## src/rtl/sram_arbiter_if.sv

```systemverilog
// Wishbone B4 pipelined bus bundle between one master and one slave.
// The master view drives the request side; the slave view returns ack, stall and read data.
interface sram_arbiter_if #(
   parameter int AW = 19,
   parameter int DW = 16
);
   logic          cyc;
   logic          stb;
   logic          we;
   logic [1:0]    sel;
   logic [AW-1:0] adr;
   logic [DW-1:0] dat_wr;
   logic          ack;
   logic          stall;
   logic [DW-1:0] dat_rd;

   modport master (
      output cyc, stb, we, sel, adr, dat_wr,
      input  ack, stall, dat_rd
   );

   modport slave (
      input  cyc, stb, we, sel, adr, dat_wr,
      output ack, stall, dat_rd
   );
endinterface

```

## src/rtl/sram_arbiter.sv

```systemverilog
// Round-robin arbiter sharing one pipelined Wishbone SRAM controller between two masters.
// Ownership lasts a whole cyc and is only handed over once every accepted transfer has been acked.
module sram_arbiter #(
   parameter int AW     = 19,
   parameter int DW     = 16,
   parameter int MAXOUT = 7
) (
   input  logic           clk_i,
   input  logic           reset_i,
   sram_arbiter_if.slave  m0,
   sram_arbiter_if.slave  m1,
   sram_arbiter_if.master s,
   output logic [1:0]     grant_o
);

   localparam int CW = $clog2(MAXOUT + 1);
   localparam logic [CW-1:0] CNT_MAX = CW'(MAXOUT);

   typedef enum logic [1:0] {
      IDLE = 2'd0,
      OWN0 = 2'd1,
      OWN1 = 2'd2
   } state_t;

   state_t        state_reg, state_next;
   logic          last_reg, last_next;   // 1 = m1 was granted last
   logic [CW-1:0] count_reg, count_next;

   logic own0, own1, full, busy, accept;
   logic req_any, win1, release_now, rearb;
   state_t arb_state;

   assign own0    = (state_reg == OWN0);
   assign own1    = (state_reg == OWN1);
   assign full    = (count_reg == CNT_MAX);
   assign busy    = (count_reg != '0);
   assign grant_o = {own1, own0};

   assign m0.dat_rd = s.dat_rd;
   assign m1.dat_rd = s.dat_rd;

   // Slave side follows the owner combinationally; cyc stays up while acks drain.
   always_comb begin
      s.cyc    = 1'b0;
      s.stb    = 1'b0;
      s.we     = 1'b0;
      s.sel    = '0;
      s.adr    = '0;
      s.dat_wr = '0;
      m0.ack   = 1'b0;
      m0.stall = 1'b1;
      m1.ack   = 1'b0;
      m1.stall = 1'b1;
      if (own0) begin
         s.cyc    = m0.cyc | busy;
         s.stb    = m0.stb & m0.cyc & ~full;
         s.we     = m0.we;
         s.sel    = m0.sel;
         s.adr    = m0.adr;
         s.dat_wr = m0.dat_wr;
         m0.ack   = s.ack;
         m0.stall = s.stall | full;
      end else if (own1) begin
         s.cyc    = m1.cyc | busy;
         s.stb    = m1.stb & m1.cyc & ~full;
         s.we     = m1.we;
         s.sel    = m1.sel;
         s.adr    = m1.adr;
         s.dat_wr = m1.dat_wr;
         m1.ack   = s.ack;
         m1.stall = s.stall | full;
      end
   end

   assign accept = s.stb & ~s.stall;

   // An ack with nothing outstanding is a slave error and must not wrap the counter.
   always_comb begin
      count_next = count_reg;
      if (accept && !s.ack)
         count_next = count_reg + 1'b1;
      else if (s.ack && !accept && busy)
         count_next = count_reg - 1'b1;
   end

   always_comb begin
      req_any     = m0.cyc | m1.cyc;
      win1        = m1.cyc & (~m0.cyc | ~last_reg);
      arb_state   = !req_any ? IDLE : (win1 ? OWN1 : OWN0);
      release_now = ((own0 & ~m0.cyc) | (own1 & ~m1.cyc)) & (count_next == '0);
      rearb       = ~(own0 | own1) | release_now;
      state_next  = rearb ? arb_state : state_reg;
      last_next   = (rearb & req_any) ? win1 : last_reg;
   end

   always_ff @(posedge clk_i) begin
      if (reset_i) begin
         state_reg <= IDLE;
         last_reg  <= 1'b1;
         count_reg <= '0;
      end else begin
         state_reg <= state_next;
         last_reg  <= last_next;
         count_reg <= count_next;
      end
   end

endmodule

```

## src/flat_wrapper.sv

```systemverilog
// flat-port wrapper written by rule: the top's interface ports become plain ports
module sram_arbiter_flat 
#(
   parameter int AW     = 19,
   parameter int DW     = 16,
   parameter int MAXOUT = 7
)
  (clk_i, reset_i, grant_o, m0_cyc, m0_stb, m0_we, m0_sel, m0_adr, m0_dat_wr, m0_ack, m0_stall, m0_dat_rd, m1_cyc, m1_stb, m1_we, m1_sel, m1_adr, m1_dat_wr, m1_ack, m1_stall, m1_dat_rd, s_cyc, s_stb, s_we, s_sel, s_adr, s_dat_wr, s_ack, s_stall, s_dat_rd);
  sram_arbiter_if #(.AW(AW), .DW(DW)) m0_i ();
  sram_arbiter_if #(.AW(AW), .DW(DW)) m1_i ();
  sram_arbiter_if #(.AW(AW), .DW(DW)) s_i ();
  input  logic clk_i;
  input  logic reset_i;
  output logic [1:0] grant_o;
  input wire logic [$bits(m0_i.cyc)-1:0] m0_cyc;
  input wire logic [$bits(m0_i.stb)-1:0] m0_stb;
  input wire logic [$bits(m0_i.we)-1:0] m0_we;
  input wire logic [$bits(m0_i.sel)-1:0] m0_sel;
  input wire logic [$bits(m0_i.adr)-1:0] m0_adr;
  input wire logic [$bits(m0_i.dat_wr)-1:0] m0_dat_wr;
  output wire logic [$bits(m0_i.ack)-1:0] m0_ack;
  output wire logic [$bits(m0_i.stall)-1:0] m0_stall;
  output wire logic [$bits(m0_i.dat_rd)-1:0] m0_dat_rd;
  input wire logic [$bits(m1_i.cyc)-1:0] m1_cyc;
  input wire logic [$bits(m1_i.stb)-1:0] m1_stb;
  input wire logic [$bits(m1_i.we)-1:0] m1_we;
  input wire logic [$bits(m1_i.sel)-1:0] m1_sel;
  input wire logic [$bits(m1_i.adr)-1:0] m1_adr;
  input wire logic [$bits(m1_i.dat_wr)-1:0] m1_dat_wr;
  output wire logic [$bits(m1_i.ack)-1:0] m1_ack;
  output wire logic [$bits(m1_i.stall)-1:0] m1_stall;
  output wire logic [$bits(m1_i.dat_rd)-1:0] m1_dat_rd;
  output wire logic [$bits(s_i.cyc)-1:0] s_cyc;
  output wire logic [$bits(s_i.stb)-1:0] s_stb;
  output wire logic [$bits(s_i.we)-1:0] s_we;
  output wire logic [$bits(s_i.sel)-1:0] s_sel;
  output wire logic [$bits(s_i.adr)-1:0] s_adr;
  output wire logic [$bits(s_i.dat_wr)-1:0] s_dat_wr;
  input wire logic [$bits(s_i.ack)-1:0] s_ack;
  input wire logic [$bits(s_i.stall)-1:0] s_stall;
  input wire logic [$bits(s_i.dat_rd)-1:0] s_dat_rd;
  assign m0_i.cyc = m0_cyc;
  assign m0_i.stb = m0_stb;
  assign m0_i.we = m0_we;
  assign m0_i.sel = m0_sel;
  assign m0_i.adr = m0_adr;
  assign m0_i.dat_wr = m0_dat_wr;
  assign m0_ack = m0_i.ack;
  assign m0_stall = m0_i.stall;
  assign m0_dat_rd = m0_i.dat_rd;
  assign m1_i.cyc = m1_cyc;
  assign m1_i.stb = m1_stb;
  assign m1_i.we = m1_we;
  assign m1_i.sel = m1_sel;
  assign m1_i.adr = m1_adr;
  assign m1_i.dat_wr = m1_dat_wr;
  assign m1_ack = m1_i.ack;
  assign m1_stall = m1_i.stall;
  assign m1_dat_rd = m1_i.dat_rd;
  assign s_cyc = s_i.cyc;
  assign s_stb = s_i.stb;
  assign s_we = s_i.we;
  assign s_sel = s_i.sel;
  assign s_adr = s_i.adr;
  assign s_dat_wr = s_i.dat_wr;
  assign s_i.ack = s_ack;
  assign s_i.stall = s_stall;
  assign s_i.dat_rd = s_dat_rd;
  sram_arbiter #(.AW(AW), .DW(DW), .MAXOUT(MAXOUT)) u_core (.clk_i(clk_i), .reset_i(reset_i), .m0(m0_i), .m1(m1_i), .s(s_i), .grant_o(grant_o));
endmodule
```

## config.mk

```make
export PLATFORM = sky130hd
export DESIGN_NAME = sram_arbiter_flat
export DESIGN_NICKNAME = d
export VERILOG_FILES = /design/src/rtl/sram_arbiter_if.sv /design/src/rtl/sram_arbiter.sv /design/src/flat_wrapper.sv
export SDC_FILE = /design/constraint.sdc
export NUM_CORES = 1
export LEC_CHECK = 0
export BUFFER_PORTS_ARGS = -buffer_cell sky130_fd_sc_hd__buf_4
export CORE_AREA = 2 2 69 71
export CTS_BUF_LIST = sky130_fd_sc_hd__clkbuf_4 sky130_fd_sc_hd__clkbuf_8 sky130_fd_sc_hd__clkbuf_16
export DETAILED_ROUTE_END_ITERATION = 16
export DIE_AREA = 0 0 71 73
export PLACE_DENSITY_LB_ADDON = 0.05
export SLEW_MARGIN = 20
export SYNTH_ARGS = -nofsm -noshare
export SYNTH_HDL_FRONTEND = slang
export SYNTH_SLANG_ARGS = --single-unit
```

## constraint.sdc

```tcl
create_clock -name clk_i -period 2.3 [get_ports clk_i]
set_input_delay 0.115 -clock clk_i [delete_from_list [all_inputs] [get_ports clk_i]]
set_output_delay 0.115 -clock clk_i [all_outputs]
set_load 0.02 [all_outputs]
```

==> impl_metrics.env <==
export IMPL_start_util_pct=27.9
export IMPL_power_frac_comb_pct=84.3
export IMPL_drc_errors=0
export IMPL_first_global_vias=1416
export IMPL_skew_ns=0.00644
export IMPL_startpoint="u_core.count_reg[1]"
export IMPL_h_tree_depth=1
export IMPL_cap_violations=0
export IMPL_cts_hold_buf=0
export IMPL_dp_hpwl_um=4490
export IMPL_largest_register_ffs=3
export IMPL_setup_viol=0
export IMPL_hold_start="reset_i"
export IMPL_drt_iter0_drc=61
export IMPL_ys_ff_latch=6
export IMPL_cp_end_kind="flop"
export IMPL_core_mm2=0.00454
export IMPL_ys_seq_area_share_pct=9.49
export IMPL_hold_path_class="primary input to flop"
export IMPL_num_rows=25
export IMPL_cp_max_fo=4
export IMPL_wirelength_um=5450
export IMPL_die_h_um=73
export IMPL_ctsResizeCount=0
export IMPL_finalSetupTns_ns=0
export IMPL_sw_frac_of_total_pct=49.2
export IMPL_r2r_start="u_core.count_reg[1]"
export IMPL_area_growth_pct=65.1
export IMPL_internal_power_w=0.00109
export IMPL_slew_viol_final=0
export IMPL_clock_sinks=6
export IMPL_cts_max_path_buffers=2
export IMPL_io_pins=178
export IMPL_fin_util_pct=46.1
export IMPL_cts_tree="built"
export IMPL_syn_inst=155
export IMPL_clockRootBuffer="clkbuf_8"
export IMPL_place_area_mm2=0.00205
export IMPL_antenna_found_initial=0
export IMPL_switchingPower_w=0.00106
export IMPL_drtAntennaViolNets=0
export IMPL_grt_usage_pct=19.4
export IMPL_grt_ovfl_total=0
export IMPL_syn_area_mm2=0.00127
export IMPL_synthesis_nets=261
export IMPL_final_min_clock_period_ns=2.10
export IMPL_grt_pass1_wl_um=7910
export IMPL_hold_viol_final=0
export IMPL_grt_max_degree=41
export IMPL_synthDistinctLibCells=34
export IMPL_ys_flop_type="dfxtp_1"
export IMPL_yosysTopAreaCell="a22o_1"
export IMPL_fin_crit_sh_pct=91.4
export IMPL_drtPass1Iterations=4
export IMPL_synth_area_leaders="a22o_1 (27%), buf_4 (20%), dfxtp_1 (9.5%), ha_1 (5.9%), mux2i_1 (3.2%)"
export IMPL_yosysWarnings=0
export IMPL_timing_fmax_ghz=0.476
export IMPL_post_cts_setup_buffers=0
export IMPL_cts_buffers=3
export IMPL_die_width_um=71
export IMPL_final_cell_area_mm2=0.00209
export IMPL_tightest_slew_ns=0.330
export IMPL_powerDensity_mw_per_mm2=1030
export IMPL_antenna_cells=0
export IMPL_wl_per_cell_um=18.1
export IMPL_insertion_delay_ns=0.22
export IMPL_synth_edf_count=0
export IMPL_synth_top_area_share_pct=27.0
export IMPL_worst_setup_path_type="flop to flop"
export IMPL_cp_arrival_ns=2.24
export IMPL_ir_drop_uv=450
export IMPL_p_clk_share_pct=7.1
export IMPL_fin_nets=355
export IMPL_drive_gt1_share_pct=58.7
export IMPL_gp_congestion=0.813
export IMPL_p_leak_nw=1.08
export IMPL_vias=1491
export IMPL_vias_per_cell=4.95
export IMPL_syn_avg_cell_area_um2=8.17
export IMPL_port_buffers=129
export IMPL_outcome="completed"
export IMPL_power_frac_seq_pct=8.6
export IMPL_crit_path_start_kind="flop"
export IMPL_rsz0062_at_grt="false"
export IMPL_required_ns=2.43
export IMPL_async_reset_ff_share_pct=0
export IMPL_die_area_mm2=0.00518
export IMPL_relSlewSlack_pct=77.9
export IMPL_fillers=454
export IMPL_path_clk_slew_ns=0.04
cell type report:
type | count | area [um2] | area share, %
flip-flops and latches | 6 | 120 | 5.75
well taps | 54 | 67.6 | 3.23
inverters | 6 | 22.5 | 1.08
clock buffers | 3 | 41.3 | 1.97
repair buffers | 134 | 1020 | 48.7
multi-input cells | 98 | 821 | 39.3
layout by cell type (no fill, tap or decap):
| master | count |
|---|---|
| buf_4 | 133 |
| a22o_1 | 39 |
| nor2_1 | 8 |
| inv_1 | 6 |
| nand2_1 | 6 |
| ha_1 | 6 |
| dfxtp_1 | 6 |
| mux2i_1 | 4 |
| a21oi_1 | 3 |
| nor2b_1 | 3 |
| clkbuf_8 | 3 |
| a31oi_1 | 2 |
| and2_1 | 2 |
| nand2b_1 | 2 |
| nand4b_1 | 2 |
| o31ai_1 | 2 |
| o31a_1 | 2 |
| o41ai_1 | 2 |
| nor2b_2 | 1 |
| nand4b_4 | 1 |
| nand3_2 | 1 |
| a21boi_4 | 1 |
| xnor2_2 | 1 |
| mux2_1 | 1 |
| a2111oi_2 | 1 |
| nor4bb_1 | 1 |
| nor3_2 | 1 |
| nand4_2 | 1 |
| nor3_1 | 1 |
| a2111o_1 | 1 |
| nand3b_1 | 1 |
| o21ai_0 | 1 |
| o211ai_1 | 1 |
| buf_12 | 1 |
layer usage:
metal / global-route usage, % / routed length, um / part of all wire [%]
met1: 25.6 / 2320 / 42
met2: 26.9 / 2230 / 41
met3: 12.2 / 856 / 16
met4: 3.35 / 48 / 0.88
met5: 0 / 0 / 0
cells in the mapped netlist, types with 3 or more instances:
master    instances
buf_4            34
nand2_1           6
nor2_1            8
a21oi_1           3
nor2b_1           4
mux2i_1           4
inv_1             6
a22o_1           39
clkbuf_1          9
ha_1              6
dfxtp_1           6
power by group through the flow:
stage	clock (W)	sequential (W)	combinational (W)
after detailed placement	0	0.000186	0.00181
after CTS	0.000155	0.000183	0.00183
final	0.000153	0.000184	0.00181
after global placement	0	0.000185	0.00183
after global routing	0.000162	0.000189	0.00196
after floorplan	0	0.000176	0.00119
through the flow:
| stage | worst slack (ns) | hold slack (ns) | power (W) | instances |
|---|---|---|---|---|
| floorplan | 0.278 | 0.343 | 0.00137 | 155 |
| CTS | 0.187 | 0.137 | 0.00216 | 301 |
| detailed placement | 0.203 | 0.230 | 0.00200 | 298 |
| global route | 0.0399 | 0.153 | 0.00231 | 301 |
| finish | 0.199 | 0.144 | 0.00215 | 301 |
| global placement | 0.264 | 0.230 | 0.00201 | 298 |
cells by family after synthesis:
group | after synthesis | synth area share [%]
buffers and inverters | 51 | 25.9
multiplexers | 5 | 4.05
flip-flops | 6 | 9.49
XOR/XNOR | 1 | 1.28
AO/OA/AOI/OAI | 55 | 37.6
AND/OR/NAND/NOR | 31 | 15.7
adder cells (fa/ha/maj) | 6 | 5.93
critical path, cell delays in order, from the launching register on:
cell and delay (ns):
dfxtp_1 0.33, ha_1 0.19, ha_1 0.21, nor2_1 0.17, a21boi_4 0.24, mux2i_1 0.29
nand4_2 0.17, a2111o_1 0.36, o31ai_1 0.06
final timing paths:
kind	slack, ns	depth (start not counted)	end
min reg2reg	0.50	2	u_core.state_reg[0]
max reg2reg	0.20	8	u_core.last_reg
max	0.20	8	u_core.last_reg
min	0.14	2	u_core.count_reg[0]
Power figures use the tool's default switching activity.
